--- src/rtl/clk_ctrl_seq_pkg.sv ---
// Shared types for the dut clock sequencer: command opcodes, sequencer states
// and the clock-control bundle consumed by test_if.
package clk_ctrl_seq_pkg;

    typedef enum logic [1:0] {
        HALT     = 2'd0,
        FREE_RUN = 2'd1,
        RUN_N    = 2'd2,
        STEP_N   = 2'd3
    } clk_cmd_e;

    typedef enum logic [2:0] {
        IDLE,
        FREE,
        DRAIN,
        RUN,
        STEP_HI,
        STEP_LO
    } seq_state_e;

    // test_if derives dut_clk = nEnable & (manual ? clk : tb_clk)
    typedef struct packed {
        logic manual;
        logic clk;
        logic nEnable;
    } clk_ctrl_t;

endpackage

--- src/rtl/clk_ctrl_seq.sv ---
// Command-driven sequencer producing the clk_ctrl_t bundle for test_if:
// halt, free-run, run exactly N tb_clk cycles, or step N manual pulses.
module clk_ctrl_seq
    import clk_ctrl_seq_pkg::*;
#(
    parameter int CNT_W = 16
) (
    input  logic             tb_clk,
    input  logic             nReset,
    input  logic             cmd_valid,
    output logic             cmd_ready,
    input  clk_cmd_e         cmd_op,
    input  logic [CNT_W-1:0] cmd_count,
    input  logic [CNT_W-1:0] cmd_half,
    output clk_ctrl_t        ctrl_o,
    output logic             busy,
    output logic             done,
    output logic [CNT_W-1:0] edges
);

    localparam logic [CNT_W-1:0] ONE = CNT_W'(1);

    seq_state_e       state_q, state_d;
    logic [CNT_W-1:0] pulseCnt_q, pulseCnt_d;
    logic [CNT_W-1:0] halfCnt_q, halfCnt_d;
    logic [CNT_W-1:0] halfLoad_q, halfLoad_d;
    logic [CNT_W-1:0] edges_q, edges_d;
    logic [CNT_W-1:0] heldCount_q, heldCount_d;
    logic [CNT_W-1:0] heldHalf_q, heldHalf_d;
    clk_cmd_e         heldOp_q, heldOp_d;
    logic             clk_q, clk_d;
    logic             manual_q, manual_d;
    logic             done_q, done_d;
    logic             finish_q, finish_d;
    logic             ready_q;
    logic             nEnable_q;

    logic             accept;
    logic             enable;
    logic             launch;
    clk_cmd_e         launchOp;
    logic [CNT_W-1:0] launchCount;
    logic [CNT_W-1:0] launchHalf;
    logic [CNT_W-1:0] launchH;

    assign cmd_ready = ready_q && (state_q == IDLE || state_q == FREE);
    assign accept    = cmd_valid && cmd_ready;
    assign enable    = (state_q == FREE) || (state_q == RUN) ||
                       (state_q == STEP_LO) || (state_q == STEP_HI);
    assign busy      = (state_q == RUN) || (state_q == STEP_LO) ||
                       (state_q == STEP_HI) || (state_q == DRAIN && finish_q);
    assign done      = done_q;
    assign edges     = edges_q;
    assign ctrl_o    = '{manual: manual_q, clk: clk_q, nEnable: nEnable_q};

    // A command starts either straight from IDLE or from the command held across DRAIN.
    always_comb begin
        launch      = 1'b0;
        launchOp    = cmd_op;
        launchCount = cmd_count;
        launchHalf  = cmd_half;
        if (state_q == IDLE) begin
            launch = accept;
        end else if (state_q == DRAIN && !finish_q) begin
            launch      = 1'b1;
            launchOp    = heldOp_q;
            launchCount = heldCount_q;
            launchHalf  = heldHalf_q;
        end
        launchH = (launchHalf == '0) ? ONE : launchHalf;
    end

    always_comb begin
        state_d     = state_q;
        pulseCnt_d  = pulseCnt_q;
        halfCnt_d   = halfCnt_q;
        halfLoad_d  = halfLoad_q;
        edges_d     = edges_q;
        heldOp_d    = heldOp_q;
        heldCount_d = heldCount_q;
        heldHalf_d  = heldHalf_q;
        clk_d       = clk_q;
        manual_d    = manual_q;
        done_d      = 1'b0;
        finish_d    = finish_q;

        case (state_q)
            IDLE: begin
                manual_d = 1'b0;
                clk_d    = 1'b0;
            end
            FREE: begin
                edges_d = edges_q + ONE;
                if (accept) begin
                    state_d     = DRAIN;
                    heldOp_d    = cmd_op;
                    heldCount_d = cmd_count;
                    heldHalf_d  = cmd_half;
                    finish_d    = 1'b0;
                end
            end
            // Also reused to end STEP_N: manual drops only after nEnable has fallen.
            DRAIN: begin
                state_d  = IDLE;
                manual_d = 1'b0;
                clk_d    = 1'b0;
                finish_d = 1'b0;
                done_d   = finish_q;
            end
            RUN: begin
                edges_d = edges_q + ONE;
                if (pulseCnt_q <= ONE) begin
                    state_d = IDLE;
                    done_d  = 1'b1;
                end else begin
                    pulseCnt_d = pulseCnt_q - ONE;
                end
            end
            STEP_LO: begin
                if (halfCnt_q <= ONE) begin
                    state_d   = STEP_HI;
                    clk_d     = 1'b1;
                    halfCnt_d = halfLoad_q;
                    edges_d   = edges_q + ONE;
                end else begin
                    halfCnt_d = halfCnt_q - ONE;
                end
            end
            STEP_HI: begin
                if (halfCnt_q <= ONE) begin
                    clk_d = 1'b0;
                    if (pulseCnt_q <= ONE) begin
                        state_d  = DRAIN;
                        finish_d = 1'b1;
                    end else begin
                        state_d    = STEP_LO;
                        pulseCnt_d = pulseCnt_q - ONE;
                        halfCnt_d  = halfLoad_q;
                    end
                end else begin
                    halfCnt_d = halfCnt_q - ONE;
                end
            end
            default: begin
                state_d = IDLE;
            end
        endcase

        if (launch) begin
            edges_d = '0;
            case (launchOp)
                HALT: begin
                    state_d = IDLE;
                end
                FREE_RUN: begin
                    state_d = FREE;
                end
                RUN_N: begin
                    if (launchCount == '0) begin
                        done_d = 1'b1;
                    end else begin
                        state_d    = RUN;
                        pulseCnt_d = launchCount;
                    end
                end
                STEP_N: begin
                    if (launchCount == '0) begin
                        done_d = 1'b1;
                    end else begin
                        state_d    = STEP_LO;
                        manual_d   = 1'b1;
                        clk_d      = 1'b0;
                        pulseCnt_d = launchCount;
                        halfLoad_d = launchH;
                        halfCnt_d  = launchH;
                    end
                end
                default: begin
                    state_d = IDLE;
                end
            endcase
        end
    end

    always_ff @(posedge tb_clk or negedge nReset) begin
        if (!nReset) begin
            state_q     <= IDLE;
            pulseCnt_q  <= '0;
            halfCnt_q   <= '0;
            halfLoad_q  <= '0;
            edges_q     <= '0;
            heldOp_q    <= HALT;
            heldCount_q <= '0;
            heldHalf_q  <= '0;
            clk_q       <= 1'b0;
            manual_q    <= 1'b0;
            done_q      <= 1'b0;
            finish_q    <= 1'b0;
            ready_q     <= 1'b0;
        end else begin
            state_q     <= state_d;
            pulseCnt_q  <= pulseCnt_d;
            halfCnt_q   <= halfCnt_d;
            halfLoad_q  <= halfLoad_d;
            edges_q     <= edges_d;
            heldOp_q    <= heldOp_d;
            heldCount_q <= heldCount_d;
            heldHalf_q  <= heldHalf_d;
            clk_q       <= clk_d;
            manual_q    <= manual_d;
            done_q      <= done_d;
            finish_q    <= finish_d;
            ready_q     <= 1'b1;
        end
    end

    // Retiming onto the falling edge keeps nEnable changes inside the tb_clk low phase.
    always_ff @(negedge tb_clk or negedge nReset) begin
        if (!nReset) begin
            nEnable_q <= 1'b0;
        end else begin
            nEnable_q <= enable;
        end
    end

endmodule

--- config.mk ---
export PLATFORM = sky130hd
export DESIGN_NAME = clk_ctrl_seq
export DESIGN_NICKNAME = d
export VERILOG_FILES = /design/src/rtl/clk_ctrl_seq_pkg.sv /design/src/rtl/clk_ctrl_seq.sv
export SDC_FILE = /design/constraint.sdc
export NUM_CORES = 1
export LEC_CHECK = 0
export CORE_MARGIN = 3
export CORE_UTILIZATION = 55
export CTS_BUF_LIST = sky130_fd_sc_hd__clkbuf_2
export CTS_CLUSTER_DIAMETER = 50
export CTS_CLUSTER_SIZE = 24
export DETAILED_ROUTE_END_ITERATION = 8
export PLACE_DENSITY = 0.77
export SLEW_MARGIN = 20
export SYNTH_ARGS = -nofsm -noshare
export SYNTH_HDL_FRONTEND = slang
export SYNTH_SLANG_ARGS = --single-unit
--- constraint.sdc ---
create_clock -name tb_clk -period 3 [get_ports tb_clk]
set_clock_uncertainty 0.15 [all_clocks]
set_input_delay 0.45 -clock tb_clk [delete_from_list [all_inputs] [get_ports tb_clk]]
set_output_delay 0.45 -clock tb_clk [all_outputs]
set_load 0.05 [all_outputs]
# Yosys cells after proc, flatten, opt, wreduce, memory -nomap -nowiden
# Cells that the tools add are included.
word_totals:
  output_inout_bits: 22
  inputBits: 37
  register_bits: 107
  wordCells: 111
op_classes:
  n_lt_le_gt_ge: 2
  bitwise: 1
  n_eq_ne: 12
  addsub: 3
  mux: 54
  reduce_logical: 25
op_table:
  columns: ["op", "n"]
  rows:
  - ["$mux W16", 18]
  - ["$pmux W16 S2", 3]
  - ["$le A16 B1 Y1 const B", 2]
  - ["$logic_not A16 Y1", 2]
  - ["$sub A16 B1 Y16 const B", 2]
  - ["$mux W3", 8]
  - ["$mux W1", 18]
  - ["$add A16 B1 Y16 const B", 1]
  - ["$pmux W3 S5", 1]
  - ["$pmux W3 S4", 1]
  - ["$logic_or A1 B1 Y1", 7]
  - ["$eq A3 B2 Y1 const B", 2]
  - ["$eq A3 B3 Y1 const B", 2]
  - ["$pmux W1 S3", 2]
  - ["$reduce_bool A3 Y1", 2]
  - ["$reduce_or A2 Y1", 3]
  - ["$eq A2 B2 Y1 const B", 2]
  - ["$logic_and A1 B1 Y1", 4]
  - ["$mux W2", 2]
  - ["$ne A2 B1 Y1 const B", 2]
  - ["$reduce_and A2 Y1", 2]
  - ["$reduce_and A4 Y1", 1]
  - ["$eq A3 B1 Y1 const B", 1]
  - ["$logic_not A3 Y1", 1]
  - ["8 further kinds", 8]

# Logic depth before layout (Yosys ltp)
# Gate-level depths: netlist (run 1).
logic_depth:
  ltp_word: 9
  ltp_mapped: 10
  mapped_depth_nobuf: 8

==> results.cfg, run 1 <==
[status]
status = complete, but fails checks
failed_checks = setup timing

[global_route]
grt_usage = 0.250
antenna_found_initial = 0
grt_max_degree = 68
met3_usage = 0.0373
grt_pass1_wl_mm = 23.4
grt_overflow_total = 0
first_global_vias = 4688
busiest_layer = met1
grtUsageMet1 = 0.386
use_met2 = 0.357

[timing]
setup_viol = 1
fin_ws_ps = -262
holdWs_ps = 246
final_max_slew_viol_count = 0
slew_headroom = 0.447
tightest_slew_ps = 809
rsz0062_at_grt = yes
hold_violations = 0

[routing]
vias = 4981
drt_wl_total_mm = 13.9
avgViaCountPerCell = 6.09
drt-pass1-iter-count = 5
drt_iter0_drc = 420
remaining_drc_errors = 0
ant_nets = 0
routedWlPerCell_um = 17.0

[critical_path]
cp_top_family = flip-flops
crit_buf_inv = 1
critical_path_required_ps = 2400
r2r_end = pulseCnt_q[9]
critPathMaxFanout = 1
reg2reg_depth = 6
path_cells = buf_12
endpoint_kind = primary output
reg2reg_slack_ps = 140
worst_ep_arrival_time_ps = 2660
slowest_delay_ps = 500
r2r-start = halfCnt_q[4]
cp_slowest_cell = dfrtn_1
cp-start-kind = register
critPathKind = register to primary output

[pwr]
p_leak_nw = 2.84
pwr-share-seq = 0.467
p_comb_frac = 0.397
switching_share = 0.398
power_frac_clock = 0.136
power_switching_w = 0.00222
power_density_nw_per_um2 = 813
peakVddDrop_mv = 0.550
p_int_w = 0.00335

[floorplanning]
row_count = 37
die_y_um = 109
io_pins = 59
fp.dieArea_um2 = 11900
start_util = 0.566
fp.coreArea_um2 = 10300
dieWidth_um = 109

[finish]
fillers = 842
regArea_um2 = 2680
multi_input_area_um2 = 2970
drive_above_1_share = 0.144
areaGrowthSynthToFinish_pct = 17.1
antenna_cells = 0
finalNetCount = 719
finalInstanceArea_um2 = 6850

[clock_tree]
clock_sinks = 107
clk_pin_slew_ps = 280
clock_latency_ps = 600
clockBufferDepth = 2
cts_buffers = 9
htreeDepth = 3
cts_setup_buffers = 0
tritoncts = done
cts-root-buf = clkbuf_2

[synthesis]
ys_types = 69
syn_nets = 658
seq_area_frac_synth = 0.458
yosys_warnings = 0
synthFlopType = dfrtp_1
synth_area_per_cell_um2 = 9.49
syn_area_um2 = 5850
ys_ff_latch = 107
syn_inst = 616
synth_top_area_cell = dfrtp_1
synth_top_area_frac = 0.454
synth_most_common_cell = dfrtp_1
async_flop_share = 1.00
ys_top_cells_by_count = 106 x dfrtp_1, 88 x nand2_1, 56 x nor2_1, 37 x mux2_2
synth-edff-count = 0
synth.area.top_cells = dfrtp_1 45%, mux2_2 7.1%, nand2_1 5.6%

[placed_design]
placedInstanceArea_um2 = 6700
io_buffer_count = 58
gp_congestion = 0.890
dp_hpwl_mm = 10.3

[job]
cap_viol_max_count = 0

[worst_hold_path]
hp-class = primary input to async pin
==> layout by cell type (no fill, tap or decap), types with 5 or more instances in the layout <==
| cell type | n |
|---|---|
| xnor2_1 | 7 |
| xor2_1 | 14 |
| o21ai_0 | 20 |
| clkbuf_2 | 11 |
| a21oi_1 | 24 |
| nand3_1 | 12 |
| clkdlybuf4s50_1 | 54 |
| a31oi_1 | 14 |
| and3_1 | 19 |
| dfrtp_1 | 104 |
| mux2_2 | 37 |
| a32oi_1 | 10 |
| o31a_1 | 6 |
| mux2i_1 | 11 |
| nand2b_1 | 7 |
| or4_1 | 5 |
| o31ai_1 | 6 |
| nor2_1 | 56 |
| nor2b_1 | 5 |
| nand2_1 | 88 |
| ha_1 | 5 |
| or3_1 | 6 |
| inv_1 | 9 |
| buf_12 | 5 |
| buf_4 | 26 |
| nand4_1 | 10 |
| nor3_1 | 12 |
| nor4_1 | 24 |
==> repair_timing <==
action	in CTS	in global routing
gates resized for setup	3	1
endpoints found under the hold margin	39	0
hold buffers	1	0
endpoints found under the setup margin	3	2
==> worst max path at each step <==
stage	from	endpoint	slack, ps	cells past startpoint
floorplan	state_q[0]	nEnable_q	80	5
global placement	cmd_count[0]	halfCnt_q[8]	60	8
detailed placement	cmd_count[0]	halfCnt_q[11]	9	8
CTS	nEnable_q	ctrl_o[0]	-300	1
global route	nEnable_q	ctrl_o[0]	-340	1
finish	nEnable_q	ctrl_o[0]	-260	1
==> final cells by class <==
class,instances,area share
tap,136,0.0249
timing repair buffer,88,0.126
multi-input combinational,462,0.433
inverter,9,0.00494
clock buffer,11,0.00804
sequential,107,0.392
clock inverter,5,0.0113
==> sequential cells by signal, indices dropped and copies added, names as in the netlist <==
signal,count
manual_q,1
heldOp_q,2
pulseCnt_q,16
edges,16
ready_q,1
done,1
state_q,3
halfCnt_q,16
nEnable_q,1
heldHalf_q,16
clk_q,1
heldCount_q,16
halfLoad_q,16
finish_q,1
==> cells by family (layout without fill, tap and decap cells) <==
| kind of cell | Yosys count | count (layout) | synth area share |
|---|---|---|---|
| AO/OA/AOI/OAI | 117 | 117 | 0.137 |
| XOR/XNOR | 21 | 21 | 0.0315 |
| adder cells (fa/ha/maj) | 5 | 5 | 0.0107 |
| buffers and inverters | 47 | 113 | 0.0360 |
| flip-flops | 107 | 107 | 0.458 |
| multiplexers | 48 | 48 | 0.0901 |
| other | 1 | 1 | 0.000641 |
| AND/OR/NAND/NOR | 270 | 270 | 0.236 |
==> layer usage <==
metal,share of wire,vias up
met1,0.47,2411
met2,0.45,182
met5,0,-
met4,0.017,0
met3,0.070,17
li1,-,2371
==> power groups by stage <==
| stage | sequential, W | combinational [W] | clock [W] |
|---|---|---|---|
| finish | 0.00260 | 0.00221 | 0.000755 |
| global route | 0.00269 | 0.00244 | 0.000836 |
| CTS | 0.00259 | 0.00220 | 0.000769 |
| detailed placement | 0.00262 | 0.00220 | 0 |
| global placement | 0.00259 | 0.00214 | 0 |
| floorplan | 0.00251 | 0.00156 | 0 |
==> stage by stage <==
step | setup WS [ps] | TNS (ps) | total power [W] | utilization | std cells
global placement | 65.0 | 0 | 0.00472 | 0.649 | 801
global route | -345 | -345 | 0.00597 | 0.663 | 818
CTS | -300 | -300 | 0.00556 | 0.663 | 818
finish | -262 | -262 | 0.00557 | 0.663 | 818
detailed placement | 9.35 | 0 | 0.00483 | 0.649 | 801
floorplan | 81.4 | 0 | 0.00407 | - | 616
Note: power is estimated with default switching activity, not from simulation.
==> inputs of run 2 (changes only) <==
--- a/config.mk
+++ b/config.mk
@@ -5,12 +5,14 @@
 export SDC_FILE = /design/constraint.sdc
 export NUM_CORES = 1
 export LEC_CHECK = 0
+export CORE_ASPECT_RATIO = 1.1
 export CORE_MARGIN = 3
 export CORE_UTILIZATION = 55
 export CTS_BUF_LIST = sky130_fd_sc_hd__clkbuf_2
 export CTS_CLUSTER_DIAMETER = 50
 export CTS_CLUSTER_SIZE = 24
 export DETAILED_ROUTE_END_ITERATION = 8
+export GPL_TIMING_DRIVEN = 0
 export PLACE_DENSITY = 0.77
 export SLEW_MARGIN = 20
 export SYNTH_ARGS = -nofsm -noshare
==> run 2 against run 1 <==
Against the previous run: the flow still finishes with violations (setup timing); power fell by 0.83%; clock-buffer cell count did not move; via count rose by 2.4%; setup slack improved by 54 ps; die area barely moved; utilization rose by 1.5 points; non-clock buffer count rose by 11; clock power fell by 15%; hold slack got worse by 120 ps; final cell count rose by 1.7%; global-route usage rose by 0.36 points; combinational power rose by 3%; critical path type unchanged; largest power group unchanged.
==> results.cfg, run 2 (synthesized netlist as in run 1, its figures left out) <==
[status]
status = complete, but fails checks
failed_checks = setup timing

[finish]
mostFrequentLayoutCells = 103 x dfrtp_1, 88 x nand2_1, 56 x nor2_1, 54 x clkdlybuf4s50_1, 37 x mux2_2
antenna_cells = 0
final_common_cell = dfrtp_1
areaGrowthSynthToFinish_pct = 17.5
drive_above_1_share = 0.145
fin_util = 0.679
finalNetCount = 730

[routing]
routedWlPerCell_um = 17.7
drt-pass1-iter-count = 5
drt_iter0_drc = 414
drt_wl_total_mm = 14.7
remaining_drc_errors = 0
vias = 5102
ant_nets = 0
avgViaCountPerCell = 6.13

[floorplanning]
io_pins = 59
row_count = 38
dieWidth_um = 104
fp.coreArea_um2 = 10100
start_util = 0.577
fp.dieArea_um2 = 11900
die_y_um = 114

[critical_path]
cp_top_family = flip-flops
crit_buf_inv = 1
cp_slowest_cell = dfrtn_1
path_cells = buf_8
reg2reg_slack_ps = 70
critical_path_required_ps = 2400
slowest_delay_ps = 470
worst_ep_arrival_time_ps = 2610
cp-start-kind = register
critPathMaxFanout = 1
critPathKind = register to primary output
endpoint_kind = primary output

[clock_tree]
cts_buffers = 9
htreeDepth = 3
clock_sinks = 107
cts-root-buf = clkbuf_2
clk_pin_slew_ps = 270
tritoncts = done
clock_latency_ps = 590
clockBufferDepth = 2

[global_route]
grt_usage = 0.254
antenna_found_initial = 0
first_global_vias = 5056
grt_overflow_total = 0
grt_pass1_wl_mm = 24.6
grt_max_degree = 68

[timing]
fin_ws_ps = -209
fin_setup_tns_ps = -209
slew_headroom = 0.367
rsz0062_at_grt = yes
hold_violations = 0
tightest_slew_ps = 942
holdWs_ps = 123
setup_viol = 1
final_max_slew_viol_count = 0

[pwr]
p_leak_nw = 2.83
power_density_nw_per_um2 = 803
power_w = 0.00552
peakVddDrop_mv = 0.392

[job]
cap_viol_max_count = 0

[placed_design]
gp_congestion = 0.917
dp_hpwl_mm = 10.9
io_buffer_count = 58

[worst_hold_path]
hp-class = primary input to async pin
## run 2: changes by cell type in the layout (fill, tap and decap cells not counted), sizes merged
cell / delta
buf: -9
bufinv: -1
clkbuf: +20
clkdlybuf4s15: +1
dlygate4sd2: -1
## run 2: layer usage
layer / vias to the layer above / track usage / share of wire
met5: - / 0 / 0
met4: 0 / 0.0860 / 0.017
met3: 25 / 0.0350 / 0.063
met2: 198 / 0.412 / 0.47
met1: 2497 / 0.355 / 0.45
li1: 2382 / - / -
## run 2: worst register-to-register path: cells and delay by family (launching register included)
family | cells | cell delay [ps]
compound gates | 2 | 350
buf+inv | 3 | 510
flops | 1 | 490
simple gates | 4 | 1310
## run 2: through the flow
step	setup WS (ps)	area, um2	instances
after global placement	-3980	6600	814
after detailed placement	-350	6630	815
final	-209	6870	832
after CTS	-215	6750	829
after global routing	-240	6870	832
after floorplan	81.4	5850	616
## run 2: what timing repair did
| item | 4_1_cts | 5_1_grt |
|---|---|---|
| pin swaps | 0 | 1 |
| endpoints found under the setup margin | 26 | 37 |
| setup buffers | 0 | 6 |
| hold endpoints to repair | 91 | 0 |
| resized for setup | 19 | 21 |
| hold buffers | 1 | 0 |
## run 2: where the power goes
part / switching, W / leakage (nW) / internal [W]
combinational: 0.00125 / 1.48 / 0.00102
sequential: 0.000572 / 1.28 / 0.00204
clock: 0.000451 / 0.0669 / 0.000188
## run 2: cell type report
cell class / instances / area, um2
Buffer: 33 / 175
Fill cell: 851 / 3260
Inverter: 9 / 33.8
Tap cell: 140 / 175
Multi-Input combinational cell: 462 / 3040
Timing Repair Buffer: 66 / 669
Clock inverter: 4 / 42.5
Clock buffer: 11 / 55.1
Sequential cell: 107 / 2680
## run 2: path summary, 6_finish.rpt
check                              start             to  cells past startpoint
setup / recovery               nEnable_q      ctrl_o[0]                      1
setup reg to reg           pulseCnt_q[4]  halfCnt_q[11]                      9
max in group asynchronous         nReset      nEnable_q                      2
hold / removal                    nReset       edges[8]                      2
hold reg to reg            halfLoad_q[5]  halfLoad_q[5]                      1
min in group tb_clk         cmd_count[6]  pulseCnt_q[6]                      3
